## src/rtl/cdb_arbiter.sv

```systemverilog
// Round-robin arbiter that places up to two functional-unit results per cycle onto the two CDB lanes.
// Optional macro CDB_STALL_STATS_EN adds a saturating stall_cnt output.
module cdb_arbiter #(
  parameter int NREQ = 4,
  parameter int DW   = 32,
  parameter int TW   = 5
) (
  input  logic              clk,
  input  logic              rst,
  input  logic              flush,
  input  logic [NREQ-1:0]   req_valid,
  input  logic [NREQ*TW-1:0] req_tag,
  input  logic [NREQ*DW-1:0] req_data,
  output logic [NREQ-1:0]   req_ready,
  output logic              cdb_valid1,
  output logic [TW-1:0]     cdb_tag1,
  output logic [DW-1:0]     cdb_data1,
  output logic              cdb_valid2,
  output logic [TW-1:0]     cdb_tag2,
  output logic [DW-1:0]     cdb_data2
`ifdef CDB_STALL_STATS_EN
  ,output logic [15:0]      stall_cnt
`endif
);

  localparam int PW = (NREQ > 1) ? $clog2(NREQ) : 1;

  logic [PW-1:0]   rr;
  logic [PW-1:0]   sel1_idx, sel2_idx, last_idx;
  logic            sel1_found, sel2_found;
  logic [NREQ-1:0] grant;
  logic [TW-1:0]   tag_arr  [NREQ];
  logic [DW-1:0]   data_arr [NREQ];

  for (genvar g = 0; g < NREQ; g++) begin : g_unpack
    assign tag_arr[g]  = req_tag[g*TW +: TW];
    assign data_arr[g] = req_data[g*DW +: DW];
  end

  // Scan from the round-robin pointer; the first two valid requesters win lanes 1 and 2.
  always_comb begin
    logic [PW:0] scan;
    sel1_found = 1'b0;
    sel2_found = 1'b0;
    sel1_idx   = '0;
    sel2_idx   = '0;
    scan       = '0;
    for (int k = 0; k < NREQ; k++) begin
      scan = {1'b0, rr} + (PW+1)'(k);
      if (scan >= (PW+1)'(NREQ))
        scan = scan - (PW+1)'(NREQ);
      if (req_valid[scan[PW-1:0]]) begin
        if (!sel1_found) begin
          sel1_found = 1'b1;
          sel1_idx   = scan[PW-1:0];
        end else if (!sel2_found) begin
          sel2_found = 1'b1;
          sel2_idx   = scan[PW-1:0];
        end
      end
    end
  end

  always_comb begin
    grant = '0;
    if (sel1_found)
      grant[sel1_idx] = 1'b1;
    if (sel2_found)
      grant[sel2_idx] = 1'b1;
  end

  // Ready depends only on inputs and rr, never on the lane registers.
  assign req_ready = (rst && !flush) ? grant : '0;
  assign last_idx  = sel2_found ? sel2_idx : sel1_idx;

  always_ff @(posedge clk or negedge rst) begin
    if (!rst) begin
      rr         <= '0;
      cdb_valid1 <= 1'b0;
      cdb_tag1   <= '0;
      cdb_data1  <= '0;
      cdb_valid2 <= 1'b0;
      cdb_tag2   <= '0;
      cdb_data2  <= '0;
    end else if (flush) begin
      rr         <= '0;
      cdb_valid1 <= 1'b0;
      cdb_tag1   <= '0;
      cdb_data1  <= '0;
      cdb_valid2 <= 1'b0;
      cdb_tag2   <= '0;
      cdb_data2  <= '0;
    end else begin
      cdb_valid1 <= sel1_found;
      cdb_tag1   <= sel1_found ? tag_arr[sel1_idx]  : '0;
      cdb_data1  <= sel1_found ? data_arr[sel1_idx] : '0;
      cdb_valid2 <= sel2_found;
      cdb_tag2   <= sel2_found ? tag_arr[sel2_idx]  : '0;
      cdb_data2  <= sel2_found ? data_arr[sel2_idx] : '0;
      if (sel1_found)
        rr <= (last_idx == PW'(NREQ-1)) ? '0 : last_idx + 1'b1;
    end
  end

`ifdef CDB_STALL_STATS_EN
  logic stall;
  assign stall = !flush && |(req_valid & ~grant);

  // Flush deliberately does not clear the statistic; only reset does.
  always_ff @(posedge clk or negedge rst) begin
    if (!rst)
      stall_cnt <= '0;
    else if (stall && stall_cnt != 16'hFFFF)
      stall_cnt <= stall_cnt + 16'd1;
  end
`else
`endif

endmodule
```

## config.mk

```make
export PLATFORM = sky130hd
export DESIGN_NAME = cdb_arbiter
export DESIGN_NICKNAME = d
export VERILOG_FILES = /design/src/rtl/cdb_arbiter.sv
export SDC_FILE = /design/constraint.sdc
export NUM_CORES = 1
export LEC_CHECK = 0
export ABC_CLOCK_PERIOD_IN_PS = 5700
export CORE_ASPECT_RATIO = 0.9
export CORE_MARGIN = 3
export CORE_UTILIZATION = 64
export DETAILED_ROUTE_END_ITERATION = 10
export DONT_BUFFER_PORTS = 1
export PLACE_DENSITY = 0.83
export REMOVE_ABC_BUFFERS = 1
export SETUP_SLACK_MARGIN = 0.05
export SKIP_CTS_REPAIR_TIMING = 1
export SLEW_MARGIN = 10
export SYNTH_ARGS = -nofsm -noshare
export SYNTH_HDL_FRONTEND = slang
export SYNTH_SLANG_ARGS = --single-unit
```

## constraint.sdc

```tcl
create_clock -name clk -period 5.7 [get_ports clk]
set_input_delay 1.71 -clock clk [delete_from_list [all_inputs] [get_ports clk]]
set_output_delay 1.71 -clock clk [all_outputs]
set_load 0.02 [all_outputs]
```

==> impl_metrics.sql, run 1 <==
INSERT INTO impl_metrics (metric_group, metric, value, unit) VALUES
('min_path', 'whs_path_depth', '2', ''),
('power', 'leakagePower', '2.13', 'nW'),
('timing', 'time_the_final_worst_path_needs_with_i_o_delays_and_setup', '5.44', 'ns'),
('clock_tree', 'cts.htree.levels', '3', ''),
('clock_tree', 'root_buffer', 'clkbuf_8', ''),
('drt', 'wire_per_inst', '25.4', 'microns'),
('synth', 'syn_avg_cell_area', '10.4', 'sq um'),
('cells_and_area', 'num_antenna_cells', '0', ''),
('synth', 'synthDistinctLibCells', '44', ''),
('timing', 'finalHoldWorstSlack', '1.00', 'ns'),
('clock_tree', 'cts-buffers-inserted', '9', ''),
('timing', 'tightestPinTransition', '1.14', 'ns'),
('clock_tree', 'tritoncts', 'yes', ''),
('timing', 'rsz0062_at_grt', 'false', ''),
('grt', 'grt_pass1_vias', '4191', ''),
('critical_path', 'worstSetupStartpointType', 'input pin', ''),
('critical_path', 'setup.worst_path.end_class', 'output pin', ''),
('synth', 'synth_top_cell_by_area', 'dfrtp_1', ''),
('clock_tree', 'clock-sinks', '78', ''),
('grt', 'grt_overflow', '0', ''),
('min_path', 'timing.hold.worst.start', 'rr[1]', ''),
('cells_and_area', 'layout_common_cells', 'mux2i_1, dfrtp_1, a211oi_1, nor2b_1, o22ai_1', ''),
('critical_path', 'cp_data_required_time', '3.99', 'ns'),
('min_path', 'worst_hold_path_type', 'flip-flop to flip-flop', ''),
('critical_path', 'critPathArrivalTime', '3.73', 'ns'),
('placed_design', 'count_of_port_buffers_added_during_placement', '0', ''),
('critical_path', 'critical_path.cell_chain', 'nor2b_1 > a211oi_1 > a21oi_1 > ha_1 > o21ai_0 > a21oi_1 > a311oi_1 > nand2_2 > buf_4 > a22oi_1 > nor2_1', ''),
('cells_and_area', 'fin_nets', '612', ''),
('placed_design', 'gpl.final_weighted_congestion', '0.869', ''),
('synth', 'syn-instance-count', '482', ''),
('drt', 'detail_route.iter0.violations', '187', ''),
('grt', 'antenna_found_initial', '0', ''),
('grt', 'grt_use_total', '0.306', ''),
('drt', 'routed_via_density', '7.23', ''),
('timing', 'setup_viol', '0', ''),
('timing', 'worst_clock_skew', '0.0100', 'ns'),
('critical_path', 'critical_path_peak_fanout', '31', ''),
('timing', 'fmaxAchievable', '184', 'MHz'),
('cells_and_area', 'synthToLayoutAreaGrowth', '3.36', '%'),
('synth', 'synth_warnings', '0', ''),
('placed_design', 'dp_hpwl', '9.76', 'mm'),
('cells_and_area', 'post_route_cells_drive_above_1_share', '0.0804', ''),
('critical_path', 'worst_path_most_repeated_cell', 'a21oi_1', ''),
('floorplan', 'core.rowCount', '29', ''),
('timing', 'maxSlewViolCount', '0', ''),
('floorplan', 'die_y', '89.8', 'microns'),
('drt', 'drt_wl_total', '14.0', 'mm'),
('critical_path', 'cp_num_buf_inv', '1', ''),
('drt', 'detail_route.first_pass.iterations', '4', ''),
('timing', 'finalHoldViolCount', '0', ''),
('clock_tree', 'cts_buffer_depth', '2', ''),
('critical_path', 'cp_slowest_stage_delay', '0.26', 'ns'),
('outcome', 'status', 'finished clean', ''),
('floorplan', 'num_io_pins', '235', ''),
('synth', 'portion_of_the_post_synthesis_area_used_by_sequential_elements', '0.391', ''),
('synth', 'yosys-top-cells-area', 'dfrtp_1, mux2i_1, a211oi_1', ''),
('floorplan', 'core', '0.00729', 'sq mm'),
('clock_tree', 'clk_pin_slew', '0.08', 'ns'),
('timing', 'min_period_over_period', '0.954', ''),
('drt', 'total_via_count_in_the_routed_design', '3998', ''),
('floorplan', 'start_util', '0.685', ''),
('power', 'power_density', '604', 'mW/mm^2'),
('cells_and_area', 'final_core_util', '0.708', ''),
('timing', 'layout_setup_ws', '0.262', 'ns'),
('cells_and_area', 'layout.cells.most_common', 'mux2i_1', ''),
('grt', 'grt_max_degree', '98', ''),
('floorplan', 'die_x', '99.1', 'microns'),
('critical_path', 'worst_r2r_endpoint', 'cdb_data1[19]', ''),
('power', 'max-vdd-ir-drop', '0.595', 'mV'),
('critical_path', 'critical_path.top_delay_family', 'compound AO/OA/AOI/OAI gates', ''),
('floorplan', 'die-area', '0.00890', 'sq mm');
## tightest hold or removal path, cell delays in order (launching register included)
cell	delay, ns
dfrtp_1	0.64
nand3b_1	0.21
o221ai_1	0.10
## cell type report
cell class                 instances  area, sq um  area share
multi-input combinational        349         2760       0.535
tap                               93          116      0.0225
timing repair buffer              11         82.6      0.0160
inverter                           6         22.5     0.00436
clock inverter                     6         92.6      0.0179
clock buffer                      10          138      0.0267
sequential                        78         1950       0.378
## registers in the layout, indices dropped and copies added (netlist names)
register / count
cdb_tag2: 5
cdb_data2: 32
cdb_data1: 32
cdb_valid1: 1
rr: 2
cdb_valid2: 1
cdb_tag1: 5
## stage by stage
| stage | cells | power [mW] | instance area, sq um | TNS, ns |
|---|---|---|---|---|
| 3_5_place_dp | 537 | 2.64 | 4930 | 0 |
| 4_1_cts | 553 | 3.12 | 5160 | 0 |
| 3_3_place_gp | 537 | 2.56 | 4930 | 0 |
| 6_report | 553 | 3.12 | 5160 | 0 |
| 5_1_grt | 553 | 3.29 | 5160 | 0 |
| 2_1_floorplan | 433 | 2.23 | 4710 | -273.93 |
## cells in the mapped netlist (all sizes together)
master and count:
a211oi 76, a21oi 10, a221oi 1, a22oi 3, a311oi 1, a31oi 2
a32oi 2, buf 31, clkbuf 18, dfrtp 78, ha 2, inv 6
maj3 1, mux2 2, mux2i 113, nand2 10, nand2b 4, nand3 1
nand3b 1, nand4 1, nor2 8, nor2b 46, nor3 1, nor4b 2
o211ai 2, o21a 1, o21ai 9, o221ai 2, o22a 2, o22ai 38
o311a 1, o31a 1, o32ai 1, o41ai 1, or2 2, xnor2 2
## report_power, final
part / leakage [nW] / switching [mW] / internal (mW)
sequential: 1.02 / 0.335 / 0.722
clock: 0.110 / 0.220 / 0.262
combinational: 0.998 / 0.873 / 0.705
total: 2.13 / 1.43 / 1.69
## worst max-delay path by stage
stage                             from  slack, ns           end  cells after the start
after global routing      req_valid[0]       0.05  req_ready[1]                     11
final                     req_valid[0]       0.26  req_ready[1]                     11
after global placement    req_valid[0]       0.37  req_ready[1]                     11
after detailed placement  req_valid[0]       0.31  req_ready[1]                     11
after floorplan           req_valid[0]      -8.20  req_ready[1]                      9
after CTS                 req_valid[0]       0.30  req_ready[1]                     11
## cell families (layout without fill, tap and decap cells)
family          count (synthesis)  count (layout)  synth area share
compound gates                153             153             0.216
mux                           115             115             0.231
flops                          78              78             0.391
simple gates                   76              76            0.0897
buf+inv                        55              33            0.0626
fa+ha+maj                       3               3           0.00701
xor+xnor                        2               2           0.00351
## per-layer routing
layer / share of wire / global-route usage / vias to the layer above
met5: 0 / 0 / -
met4: 0.040 / 0.149 / 0
met3: 0.11 / 0.132 / 43
met2: 0.51 / 0.503 / 226
met1: 0.35 / 0.336 / 1952
li1: - / - / 1777
(Power assumes the default switching activity.)
==> run 2: changes to the inputs <==
--- a/config.mk
+++ b/config.mk
@@ -19,3 +19,4 @@
 export SYNTH_ARGS = -nofsm -noshare
 export SYNTH_HDL_FRONTEND = slang
 export SYNTH_SLANG_ARGS = --single-unit
+export TNS_END_PERCENT = 100
==> results of run 2 <==
Same layout as run 1: the final DEF is identical, and so are final timing and power.
==> run 3: changes to the inputs <==
--- a/config.mk
+++ b/config.mk
@@ -8,10 +8,10 @@
 export ABC_CLOCK_PERIOD_IN_PS = 5700
 export CORE_ASPECT_RATIO = 0.9
 export CORE_MARGIN = 3
-export CORE_UTILIZATION = 64
+export CORE_UTILIZATION = 50
 export DETAILED_ROUTE_END_ITERATION = 10
 export DONT_BUFFER_PORTS = 1
-export PLACE_DENSITY = 0.83
+export PLACE_DENSITY = 0.68
 export REMOVE_ABC_BUFFERS = 1
 export SETUP_SLACK_MARGIN = 0.05
 export SKIP_CTS_REPAIR_TIMING = 1
==> impl_metrics.sql, run 3 (synthesis results as in run 1) <==
INSERT INTO impl_metrics (metric_group, metric, value, unit) VALUES
('outcome', 'status', 'finished clean', ''),
('clock_tree', 'cts_buffer_depth', '2', ''),
('clock_tree', 'insertion_delay', '0.35', 'ns'),
('power', 'max-vdd-ir-drop', '0.420', 'mV'),
('floorplan', 'num_io_pins', '235', ''),
('timing', 'setup_viol', '0', ''),
('grt', 'grt_use_total', '0.248', ''),
('timing', 'totalNegativeSetupSlack', '0', 'ns'),
('flow_run', 'maxCapViolations', '0', ''),
('timing', 'maxSlewViolCount', '0', ''),
('critical_path', 'crit_path_start', 'req_valid[0]', ''),
('drt', 'drt_wl_total', '14.4', 'mm'),
('placed_design', 'cell_area_reported_after_detailed_placement', '0.00498', 'sq mm'),
('placed_design', 'post-place-cells', '568', ''),
('placed_design', 'dp_slack', '0.278', 'ns'),
('drt', 'detail_route.drc_violations', '0', ''),
('clock_tree', 'cts-buffers-inserted', '9', ''),
('power', 'total_power', '3.06', 'mW'),
('cells_and_area', 'layout_common_cells', 'mux2i_1, dfrtp_1, a211oi_1, nor2b_1, o22ai_1', ''),
('critical_path', 'criticalPathCategory', 'input pin to output pin', ''),
('critical_path', 'setup.worst_path.end_class', 'output pin', ''),
('timing', 'timing.slew.headroom', '0.315', ''),
('floorplan', 'core', '0.00941', 'sq mm'),
('min_path', 'whs_path_depth', '2', ''),
('drt', 'detail_route.iter0.violations', '261', ''),
('timing', 'finalHoldWorstSlack', '0.970', 'ns'),
('power', 'leakagePower', '2.13', 'nW'),
('critical_path', 'critical_path_peak_fanout', '13', ''),
('floorplan', 'die_x', '111', 'microns'),
('cells_and_area', 'post_route_cells_drive_above_1_share', '0.0844', ''),
('floorplan', 'die-area', '0.0112', 'sq mm'),
('placed_design', 'count_of_port_buffers_added_during_placement', '0', ''),
('clock_tree', 'clock-sinks', '78', ''),
('critical_path', 'reg2reg_setup_slack', '2.32', 'ns'),
('placed_design', 'gpl.final_weighted_congestion', '0.831', ''),
('clock_tree', 'clk_pin_slew', '0.08', 'ns'),
('timing', 'rsz0062_at_grt', 'false', ''),
('grt', 'grt_first_pass_wirelength', '22.4', 'mm'),
('critical_path', 'worstSetupStartpointType', 'input pin', ''),
('clock_tree', 'tritoncts', 'yes', ''),
('critical_path', 'cp_data_required_time', '3.99', 'ns'),
('critical_path', 'worst_r2r_endpoint', 'cdb_data1[30]', ''),
('timing', 'fmaxAchievable', '184', 'MHz'),
('cells_and_area', 'reg_top3', 'cdb_data1 x32, cdb_data2 x32', ''),
('timing', 'time_the_final_worst_path_needs_with_i_o_delays_and_setup', '5.45', 'ns'),
('cells_and_area', 'num_antenna_cells', '0', ''),
('floorplan', 'die_y', '101', 'microns'),
('cells_and_area', 'final_core_util', '0.550', ''),
('drt', 'antenna_violating_nets_post_route', '0', ''),
('cells_and_area', 'layoutNonFillerInstCount', '584', ''),
('critical_path', 'ff2ff_path_depth', '10', ''),
('timing', 'tightestPinTransition', '1.03', 'ns'),
('floorplan', 'start_util', '0.531', ''),
('clock_tree', 'root_buffer', 'clkbuf_8', ''),
('grt', 'grt_overflow', '0', ''),
('critical_path', 'critPathArrivalTime', '3.74', 'ns'),
('clock_tree', 'cts.htree.levels', '3', ''),
('min_path', 'worst_hold_path_type', 'flip-flop to flip-flop', ''),
('placed_design', 'dp_hpwl', '10.1', 'mm'),
('grt', 'grt_max_degree', '85', ''),
('power', 'power_density', '591', 'mW/mm^2'),
('timing', 'finalHoldViolCount', '0', ''),
('drt', 'detail_route.first_pass.iterations', '4', ''),
('grt', 'antenna_found_initial', '0', ''),
('drt', 'total_via_count_in_the_routed_design', '3992', ''),
('timing', 'min_period_over_period', '0.955', ''),
('cells_and_area', 'layout.cells.most_common', 'mux2i_1', ''),
('critical_path', 'r2r-start', 'rr[1]', ''),
('cells_and_area', 'total_non_filler_cell_area_in_the_finished_layout', '0.00518', 'sq mm'),
('drt', 'routed_via_density', '6.84', ''),
('floorplan', 'core.rowCount', '33', ''),
('drt', 'wire_per_inst', '24.7', 'microns'),
('cells_and_area', 'layout.filler_cells', '826', ''),
('timing', 'worst_clock_skew', '0.0186', 'ns'),
('cells_and_area', 'synthToLayoutAreaGrowth', '3.71', '%'),
('grt', 'grt_pass1_vias', '4294', ''),
('cells_and_area', 'fin_nets', '614', ''),
('critical_path', 'critical_path.endpoint', 'req_ready[0]', ''),
('timing', 'layout_setup_ws', '0.254', 'ns');
[run 3: changes by cell type in the layout (fill, tap and decap cells not counted)]
cell,previous run,this run
or2_1,2,1
clkbuf_1,0,1
or2_2,0,1
clkbuf_8,10,9
buf_4,11,13
clkinv_4,0,1
bufinv_16,2,1
clkinv_2,0,1
clkinvlp_4,2,1
[run 3: routing by layer]
metal,track usage,wire [microns],vias up
met4,0.108,409,0
met1,0.276,5330,1970
met5,0,0,-
met2,0.432,7340,200
li1,-,-,1788
met3,0.0894,1320,34
[run 3: worst min path at each step]
stage	from	to
after floorplan	rr[1]	rr[1]
after global placement	rr[1]	rr[1]
after detailed placement	rr[1]	rr[1]
after CTS	rr[1]	rr[1]
after global routing	rst	cdb_data1[29]
final	rr[1]	rr[1]
[run 3: cell type report]
class,instances,area (sq um),area share
Sequential cell,78,1950,0.377
Clock buffer,10,128,0.0246
Multi-Input combinational cell,349,2760,0.533
Inverter,6,22.5,0.00435
Tap cell,122,153,0.0295
Timing Repair Buffer,13,97.6,0.0188
Clock inverter,6,68.8,0.0133
[run 3: worst max-delay path, cell delays in order]
cell and delay [ns]:
nor2b_1 0.13, a211oi_1 0.25, a21oi_1 0.10, ha_1 0.33, nor2b_1 0.14, a211oi_1 0.38
o32ai_4 0.21, nand2b_1 0.19, a21oi_1 0.13, buf_4 0.16
[run 3: power breakdown]
part	switching (mW)	leakage (nW)	total (mW)	internal, mW
clock network	0.217	0.0973	0.423	0.206
logic	0.884	1.01	1.58	0.696
registers	0.336	1.02	1.06	0.722
